===== config.mk =====
export PLATFORM = sky130hd
export DESIGN_NAME = mvm_stream_engine
export DESIGN_NICKNAME = d
export VERILOG_FILES = /design/src/rtl/mvm_stream_engine.sv
export SDC_FILE = /design/constraint.sdc
export NUM_CORES = 1
export LEC_CHECK = 0
export ABC_AREA = 0
export CAP_MARGIN = 20
export CORE_MARGIN = 2
export CORE_UTILIZATION = 56
export DETAILED_ROUTE_END_ITERATION = 16
export PLACE_DENSITY = 0.84
export SYNTH_ARGS = -nofsm -noshare
export SYNTH_HDL_FRONTEND = slang
export SYNTH_SLANG_ARGS = --single-unit

===== constraint.sdc =====
create_clock -name clk1 -period 6 [get_ports clk1]
set_clock_uncertainty 0.05 [all_clocks]
set_input_delay 1.2 -clock clk1 [delete_from_list [all_inputs] [get_ports clk1]]
set_output_delay 1.2 -clock clk1 [all_outputs]
set_load 0.01 [all_outputs]

===== src/rtl/mvm_stream_engine.sv =====
// mvm_stream_engine: ROM-fed P-lane signed matrix-vector MAC with valid/ready output; `define MVM_STREAM_RELU_EN clamps negative results to 0
module mvm_stream_engine #(
    parameter int DW = 8,
    parameter int N = 4,
    parameter int P = 2,
    parameter int AW = 8,
    parameter int ROWS = 3,
    parameter int VEC_ADDR = 0,
    parameter int MAT_BASE = 1,
    localparam int ACC_W = 2*DW + $clog2(N)
) (
    input  logic              clk1,
    input  logic              rst,
    input  logic              start,
    output logic [AW-1:0]     rom_addr,
    input  logic [N*DW-1:0]   rom_data,
    output logic              out_valid,
    input  logic              out_ready,
    output logic [ACC_W-1:0]  out_data,
    output logic [AW-1:0]     out_idx,
    output logic              busy,
    output logic              done
);
    localparam int KN = N / P;
    localparam int KW = KN > 1 ? $clog2(KN) : 1;

    if (N % P != 0) begin : g_bad
        $error("mvm_stream_engine: N must be a multiple of P");
    end

    typedef enum logic [2:0] {IDLE, VEC_WAIT, VEC_CAP, ROW_WAIT, ROW_CAP, MAC, OUT, DONE} state_t;
    state_t state, state_next;

    logic [N*DW-1:0] vec_reg, row_reg;
    logic signed [ACC_W-1:0] acc, acc_next, lane_sum, res;
    logic [KW-1:0] k;
    logic [AW-1:0] r;
    logic signed [2*DW-1:0] prod [P];
    logic last_k, last_r, hs;

    for (genvar j = 0; j < P; j++) begin : g_lane
        assign prod[j] = $signed(vec_reg[(int'(k)*P+j)*DW +: DW]) * $signed(row_reg[(int'(k)*P+j)*DW +: DW]);
    end

    always_comb begin
        lane_sum = '0;
        for (int i = 0; i < P; i++) lane_sum = lane_sum + ACC_W'(prod[i]);
    end

    assign acc_next = acc + lane_sum;
`ifdef MVM_STREAM_RELU_EN
    assign res = acc_next[ACC_W-1] ? '0 : acc_next;
`else
    assign res = acc_next;
`endif
    assign last_k = k == KW'(KN-1);
    assign last_r = r == AW'(ROWS-1);
    assign hs = out_valid & out_ready;
    assign busy = !(state == IDLE || state == DONE);
    assign done = state == DONE;

    always_ff @(posedge clk1) state <= rst ? IDLE : state_next;

    always_comb begin
        state_next = state;
        case (state)
            IDLE, DONE: state_next = start ? VEC_WAIT : state;
            VEC_WAIT:   state_next = VEC_CAP;
            VEC_CAP:    state_next = ROW_WAIT;
            ROW_WAIT:   state_next = ROW_CAP;
            ROW_CAP:    state_next = MAC;
            MAC:        state_next = last_k ? OUT : MAC;
            OUT:        state_next = hs ? (last_r ? DONE : ROW_WAIT) : OUT;
            default:    state_next = IDLE;
        endcase
    end

    always_ff @(posedge clk1) begin
        if (rst) begin
            rom_addr <= '0;
            vec_reg <= '0;
            row_reg <= '0;
            acc <= '0;
            k <= '0;
            r <= '0;
            out_valid <= 1'b0;
            out_data <= '0;
            out_idx <= '0;
        end else begin
            case (state)
                IDLE, DONE: if (start) begin
                    rom_addr <= AW'(VEC_ADDR);
                    r <= '0;
                end
                VEC_CAP: begin
                    vec_reg <= rom_data;
                    rom_addr <= AW'(MAT_BASE) + r;
                end
                ROW_CAP: begin
                    row_reg <= rom_data;
                    acc <= '0;
                    k <= '0;
                end
                MAC: begin
                    acc <= acc_next;
                    k <= k + KW'(1);
                    if (last_k) begin
                        out_data <= res;
                        out_idx <= r;
                        out_valid <= 1'b1;
                    end
                end
                OUT: if (hs) begin
                    out_valid <= 1'b0;
                    if (!last_r) begin
                        r <= r + AW'(1);
                        rom_addr <= AW'(MAT_BASE) + r + AW'(1);
                    end
                end
                default: ;
            endcase
        end
    end
endmodule


==> run_results.csv, run 1 <==
group,metric,value,unit
outcome,status,"finished with violations",
detailed_routing,vias,10800,
yosys,ys_async_sr_fraction,0,%
yosys,ys_warn_count,0,
pwr,cellLeakagePower,6.53,nW
worst_setup_path,r2r_slack,-0.39,ns
clock_network,clk_pin_slew,0.06,ns
clock_network,cts.sinks,129,
clock_network,cts_tree,"yes",
yosys,syn_avg_cell_area,8.66,um^2
timing,worst_pin_slew,1.13,ns
worst_setup_path,required,6.32,ns
clock_network,clockRootBuffer,"clkbuf_16",
detailed_routing,ant_nets,0,
global_route,grt_pass1_wl,55.6,mm
clock_network,ctsHoldBuffers,0,
pwr,power_frac_comb,14.0,%
detailed_routing,drc,0,
timing,fmax,0.157,GHz
pwr,p_int,1.67,mW
worst_setup_path,crit_top_cell,"fa_1",
worst_setup_path,critPathBufInv,12,
worst_setup_path,slowest_delay,0.58,ns
worst_setup_path,cp-end-kind,"register",
detailed_routing,vias_per_cell,5.92,
worst_setup_path,cpLargestDelayFamily,"adder cells",
yosys,synth_edf_count,0,
yosys,syn_inst,1353,
global_route,antenna_found_initial,0,
global_route,overflow,0,
pwr,power.density,150,nW/um^2
timing,finalHoldViolations,0,
placed_design,dp_hpwl,23.6,mm
final_layout,drive_above_1_share,22.6,%
detailed_routing,first_pass_iters,6,
final_layout,nFillCells,1274,
worst_setup_path,cp_max_fo,5,
yosys,synthesis.area,11700,um^2
floorplan,die_h,149,um
yosys,synth_nets,1633,
timing,drv_slew,0,
min_path,hold_class,"register to register",
detailed_routing,drtIter0Drc,987,
clock_network,h-tree-depth,4,
detailed_routing,routed_wl,38.6,mm
detailed_routing,avgRoutedWirePerCell,21.2,um
yosys,synthFlopType,"dfxtp_1",
pwr,ir_drop,0.178,mV
floorplan,fp.coreArea,20400,um^2
pwr,switching_share,27.3,%
placed_design,placement.io_buffers,72,
placed_design,dp_cells,1749,
clock_network,clk_path_buf_depth,2,
clock_network,cts_made_buffers,17,
floorplan,rows,52,
timing,fin_crit_sh,106,%
global_route,grt_max_degree,108,
global_route,grt.total_usage,32.2,%
timing,rsz0062_at_grt,"true",
final_layout,multiInputGateArea,8830,um^2
yosys,synth_seq_cells,129,
floorplan,die_area,22100,um^2
final_layout,n_antenna_cell,0,
worst_setup_path,cpMaxStageDelayCell,"fa_1",
final_layout,seqCellArea,2590,um^2
floorplan,die_w,149,um
floorplan,start_util,57.5,%
outcome,violations,"setup timing",
pwr,p_seq_share,39.2,%
placed_design,gp_congestion,0.961,
final_layout,nets,1817,
yosys,netlist-cell-type-count,62,
timing,period_needed,6.39,ns
run,drv_cap,0,
final_layout,final_core_util,75.0,%
worst_setup_path,start_kind,"register",
pwr,power_frac_clock,46.8,%
pwr,switchingPower,0.628,mW
worst_setup_path,cp.arrival,6.71,ns
worst_setup_path,path_class,"register to register",
timing,fin_ws,-0.386,ns
global_route,grt_pass1_vias,11200,
yosys,synth-seq-area-share,22.0,%
timing,slew_headroom,24.9,%
final_layout,final_cells,1820,
clock_network,clk_latency,0.44,ns
timing,final-setup-viol-count,18,
final_layout,area_delta_synth_final,30.5,%
floorplan,pin_count,73,
[metrics by stage]
| step | total power, mW | hold slack, ns | worst slack, ns | setup TNS [ns] | cell area [um^2] |
|---|---|---|---|---|---|
| 2_1_floorplan | 1.05 | 0.382 | 0.00723 | 0 | 11800 |
| 3_3_place_gp | 1.16 | 0.392 | -0.115 | -0.884 | 13500 |
| 3_5_place_dp | 1.17 | 0.398 | -0.230 | -2.01 | 13500 |
| 4_1_cts | 2.25 | 0.406 | -0.120 | -0.682 | 14800 |
| 5_1_grt | 2.35 | 0.434 | -0.478 | -6.89 | 15300 |
| 6_report | 2.30 | 0.403 | -0.386 | -4.45 | 15300 |
[layout by cell type (no fill, tap or decap), types with 15 or more instances in the layout]
cell type / n
nand3_1: 24
buf_6: 22
inv_1: 209
clkdlybuf4s50_1: 71
buf_4: 118
nor2_1: 108
a21oi_1: 103
mux2i_4: 15
dfxtp_1: 128
nor2_2: 16
fa_1: 149
inv_2: 17
clkbuf_16: 17
xnor2_1: 18
fa_2: 15
mux2i_1: 15
nand2_1: 201
ha_1: 68
[Yosys cell counts (21+ instances only)]
cell | n | share of area, %
ha_1 | 80 | 8.5
nor2_1 | 127 | 4.1
dfxtp_1 | 129 | 22
inv_1 | 226 | 7.2
fa_1 | 164 | 28
xnor2_1 | 21 | 1.6
nand2_1 | 206 | 6.6
clkbuf_1 | 31 | 0.99
nand3_1 | 27 | 1.2
mux2i_1 | 35 | 3.0
a21oi_1 | 110 | 4.7
[logic make-up after synthesis]
kind of cell | after synthesis | synth area share (%)
xor gates and xnor gates | 32 | 2.51
adders and majority gates | 244 | 36.6
muxes | 45 | 3.98
DFF | 129 | 22.0
AOI/OAI and AO/OA | 177 | 9.10
buffers and inverters | 284 | 9.47
and+or+nand+nor | 442 | 16.3
[layout make-up]
class	instances	area share [%]
multi-input cells	940	57.8
well taps	270	2.21
clock buffers	22	3.17
inverters	227	5.58
repair buffers	222	13.5
clock inverters	10	0.810
flip-flops and latches	129	16.9
[timing repair]
action	CTS	global route
gates cloned	2	0
setup endpoints to repair	18	24
pin swaps	43	63
gates resized for setup	107	91
setup buffers	22	19
endpoints found under the hold margin	0	0
[worst min-delay path: stages, from the launching register on]
cell and delay (ns):
dfxtp_1 0.30, nand2_1 0.05, a21oi_1 0.05
[worst paths after layout]
| path | start | endpoint | cells past startpoint |
|---|---|---|---|
| worst max-delay path | k$_SDFFE_PP0P_ | out_data[16]$_SDFFE_PP0P_ | 27 |
| worst min-delay path | row_reg[19]$_SDFFE_PP0P_ | row_reg[19]$_SDFFE_PP0P_ | 2 |
| worst max register to register | k$_SDFFE_PP0P_ | out_data[16]$_SDFFE_PP0P_ | 27 |
| worst min register to register | row_reg[19]$_SDFFE_PP0P_ | row_reg[19]$_SDFFE_PP0P_ | 2 |
[power groups by stage]
stage                     Sequential (mW)  Clock, mW  Combinational (mW)
final                               0.900       1.08               0.322
after global routing                0.900       1.11               0.340
after CTS                           0.897       1.07               0.284
after detailed placement            0.913          0               0.256
after global placement              0.912          0               0.252
after floorplan                     0.904          0               0.150
[metal layers]
layer / global-route usage, % / vias to the layer above / wire [um] / share of wire [%]
met3: 5.09 / 239 / 3090 / 8.0
met5: 0 / - / 0 / 0
li1: - / 4618 / - / -
met2: 56.0 / 722 / 18900 / 49
met4: 16.0 / 0 / 2980 / 7.7
met1: 38.9 / 5189 / 13700 / 35
Power figures use the tool's default switching activity.
==> run 2, diff against run 1 <==
Settings changed: CELL_PAD_IN_SITES_DETAIL_PLACEMENT from default to 1, CELL_PAD_IN_SITES_GLOBAL_PLACEMENT from default to 2, CORE_UTILIZATION 56 to 34, PLACE_DENSITY 0.84 to 0.82.
==> run 2 against run 1 <==
Effect of this change:
- the flow still finishes with violations (setup timing)
- sequential power is essentially flat
- cell area grew 1.5%
- register-to-register slack gained 0.15 ns
- clock power is essentially flat
- final cell count grew 10%
- count of clock-buffer cells in the layout shrank 5
- non-clock buffer count grew 5
- routed wire length shrank 7.0%
- flip-flop and latch count is the same
- die area grew 63%
- critical endpoint is now out_data[12]$_SDFFE_PP0P_
==> run_results.csv, run 2 (synthesis results as in run 1) <==
group,metric,value,unit
outcome,status,"finished with violations",
outcome,violations,"setup timing",
global_route,grt_max_degree,85,
final_layout,final_cell_mix,"inv_1 (205), nand2_1 (203), fa_1 (152)",
timing,rsz0062_at_grt,"true",
worst_setup_path,r2r_slack,-0.23,ns
clock_network,cts_tree,"yes",
global_route,overflow,0,
detailed_routing,vias,9771,
placed_design,dp_cells,1930,
worst_setup_path,required,6.32,ns
worst_setup_path,crit_top_cell,"fa_1",
worst_setup_path,cp.arrival,6.55,ns
timing,finalHoldViolations,0,
timing,period_needed,6.23,ns
detailed_routing,drtIter0Drc,458,
detailed_routing,first_pass_iters,5,
worst_setup_path,cpLargestDelayFamily,"adder cells",
detailed_routing,routed_wl,35.9,mm
timing,fmax,0.160,GHz
global_route,grt_pass1_wl,58.9,mm
clock_network,clk_pin_slew,0.06,ns
worst_setup_path,critPathBufInv,8,
timing,worst_pin_slew,1.07,ns
detailed_routing,avgRoutedWirePerCell,17.9,um
worst_setup_path,cp-startpoint,"k$_SDFFE_PP0P_",
pwr,ir_drop,0.196,mV
worst_setup_path,slowest_delay,0.57,ns
global_route,grt.total_usage,20.8,%
run,drv_cap,0,
clock_network,clk_path_buf_depth,2,
timing,fin_ws,-0.232,ns
pwr,power.density,149,nW/um^2
final_layout,final_core_util,46.0,%
timing,final.setup.tns,-1.96,ns
detailed_routing,ant_nets,0,
clock_network,h-tree-depth,4,
pwr,cellLeakagePower,6.53,nW
global_route,grt_pass1_vias,11100,
worst_setup_path,r2r-start,"k$_SDFFE_PP0P_",
final_layout,final_common_cell,"inv_1",
final_layout,n_antenna_cell,0,
worst_setup_path,cp_cell_sequence,"buf_4, clkbuf_16, buf_4, mux2i_1, buf_6, buf_4, nor2_4, fa_1, fa_1, fa_1, fa_1, fa_1, inv_2, fa_1, inv_2, ha_4, o21a_1, o21ai_2, buf_4, a2bb2oi_4, a31oi_4, or4_1, nand3_1",
floorplan,die_area,36000,um^2
worst_setup_path,cp-end-kind,"register",
timing,slew_headroom,28.7,%
timing,holdWs,0.407,ns
final_layout,nFillCells,3919,
min_path,hold_class,"register to register",
min_path,holdCritStartpoint,"out_data[13]$_SDFFE_PP0P_",
worst_setup_path,cp_max_fo,7,
placed_design,dpl_worst_slack,-0.326,ns
placed_design,dp_hpwl,27.0,mm
detailed_routing,vias_per_cell,4.88,
detailed_routing,drc,0,
final_layout,area_delta_synth_final,32.4,%
global_route,antenna_found_initial,0,
floorplan,pin_count,73,
clock_network,clockRootBuffer,"clkbuf_16",
worst_setup_path,path_class,"register to register",
final_layout,final_cells,2003,
floorplan,die_w,190,um
clock_network,ctsHoldBuffers,0,
clock_network,cts_made_buffers,17,
final_layout,nets,1822,
timing,drv_slew,0,
clock_network,clk_latency,0.44,ns
clock_network,cts.sinks,129,
timing,fin_crit_sh,104,%
floorplan,rows,67,
placed_design,placement.io_buffers,72,
floorplan,die_h,190,um
final_layout,drive_above_1_share,22.3,%
timing,final-setup-viol-count,17,
floorplan,fp.coreArea,33700,um^2
floorplan,start_util,34.8,%
worst_setup_path,cpMaxStageDelayCell,"fa_1",
placed_design,gp_congestion,0.896,
worst_setup_path,start_kind,"register",
run 2: cell types whose count changed in the layout (fill, tap and decap cells not counted), sizes merged:
cell | previous run | this run
buf | 151 | 155
bufinv | 2 | 3
clkbuf | 22 | 18
clkinv | 5 | 7
inv | 228 | 230
run 2: cell type report:
class / count / area, um^2 / area share, %
clock buffers: 17 / 425 / 2.74
clock inverters: 15 / 184 / 1.19
inverters: 227 / 852 / 5.49
multi-input cells: 940 / 8810 / 56.8
flip-flops and latches: 129 / 2590 / 16.7
well taps: 448 / 561 / 3.61
repair buffers: 227 / 2090 / 13.5
run 2: worst paths after layout:
path / depth (start not counted) / endpoint
max: 23 / out_data[12]$_SDFFE_PP0P_
min: 2 / out_data[13]$_SDFFE_PP0P_
max reg2reg: 23 / out_data[12]$_SDFFE_PP0P_
min reg2reg: 2 / out_data[13]$_SDFFE_PP0P_
run 2: metal layers:
metal  share of wire [%]  wire length (um)  global-route usage [%]
met5                   0                 0                       0
met4                 1.4               512                    4.26
met3                 2.4               855                    3.30
met2                  52             18600                    38.0
met1                  44             15900                    26.0
run 2: power breakdown:
group / internal (mW) / switching, mW
Clock: 0.659 / 0.441
Sequential: 0.876 / 0.0216
Combinational: 0.131 / 0.177
Total: 1.67 / 0.640
run 2: per-stage QoR:
step / power [mW] / instance area [um^2]
finish: 2.30 / 15500
global route: 2.39 / 15500
CTS: 2.31 / 15000
detailed placement: 1.18 / 13700
global placement: 1.18 / 13700
floorplan: 1.05 / 11800
run 2: worst reg2reg max path, stage by stage, from the launching register on:
cell and delay (ns):
dfxtp_4 0.39, buf_4 0.13, clkbuf_16 0.15, buf_4 0.11, mux2i_1 0.20, buf_6 0.15
buf_4 0.12, nor2_4 0.04, fa_1 0.51, fa_1 0.52, fa_1 0.57, fa_1 0.48
fa_1 0.55, inv_2 0.05, fa_1 0.52, inv_2 0.05, ha_4 0.27, o21a_1 0.17
o21ai_2 0.12, buf_4 0.16, a2bb2oi_4 0.17, a31oi_4 0.12, or4_1 0.48, nand3_1 0.11
run 2: what timing repair did:
| action | 4_1_cts | 5_1_grt |
|---|---|---|
| gates resized for setup | 99 | 86 |
| buffers inserted | 21 | 20 |
| pin swaps | 51 | 61 |
| endpoints found under the hold margin | 0 | 0 |
| cloned | 1 | 1 |
| endpoints found under the setup margin | 18 | 20 |
==> run 3, diff against run 2 <==
Settings changed: CTS_BUF_LIST from default to sky130_fd_sc_hd__clkbuf_4 sky130_fd_sc_hd__clkbuf_8 sky130_fd_sc_hd__clkbuf_16.
==> results of run 3 <==
Same layout as run 2: the final DEF is identical, and so are final timing and power.
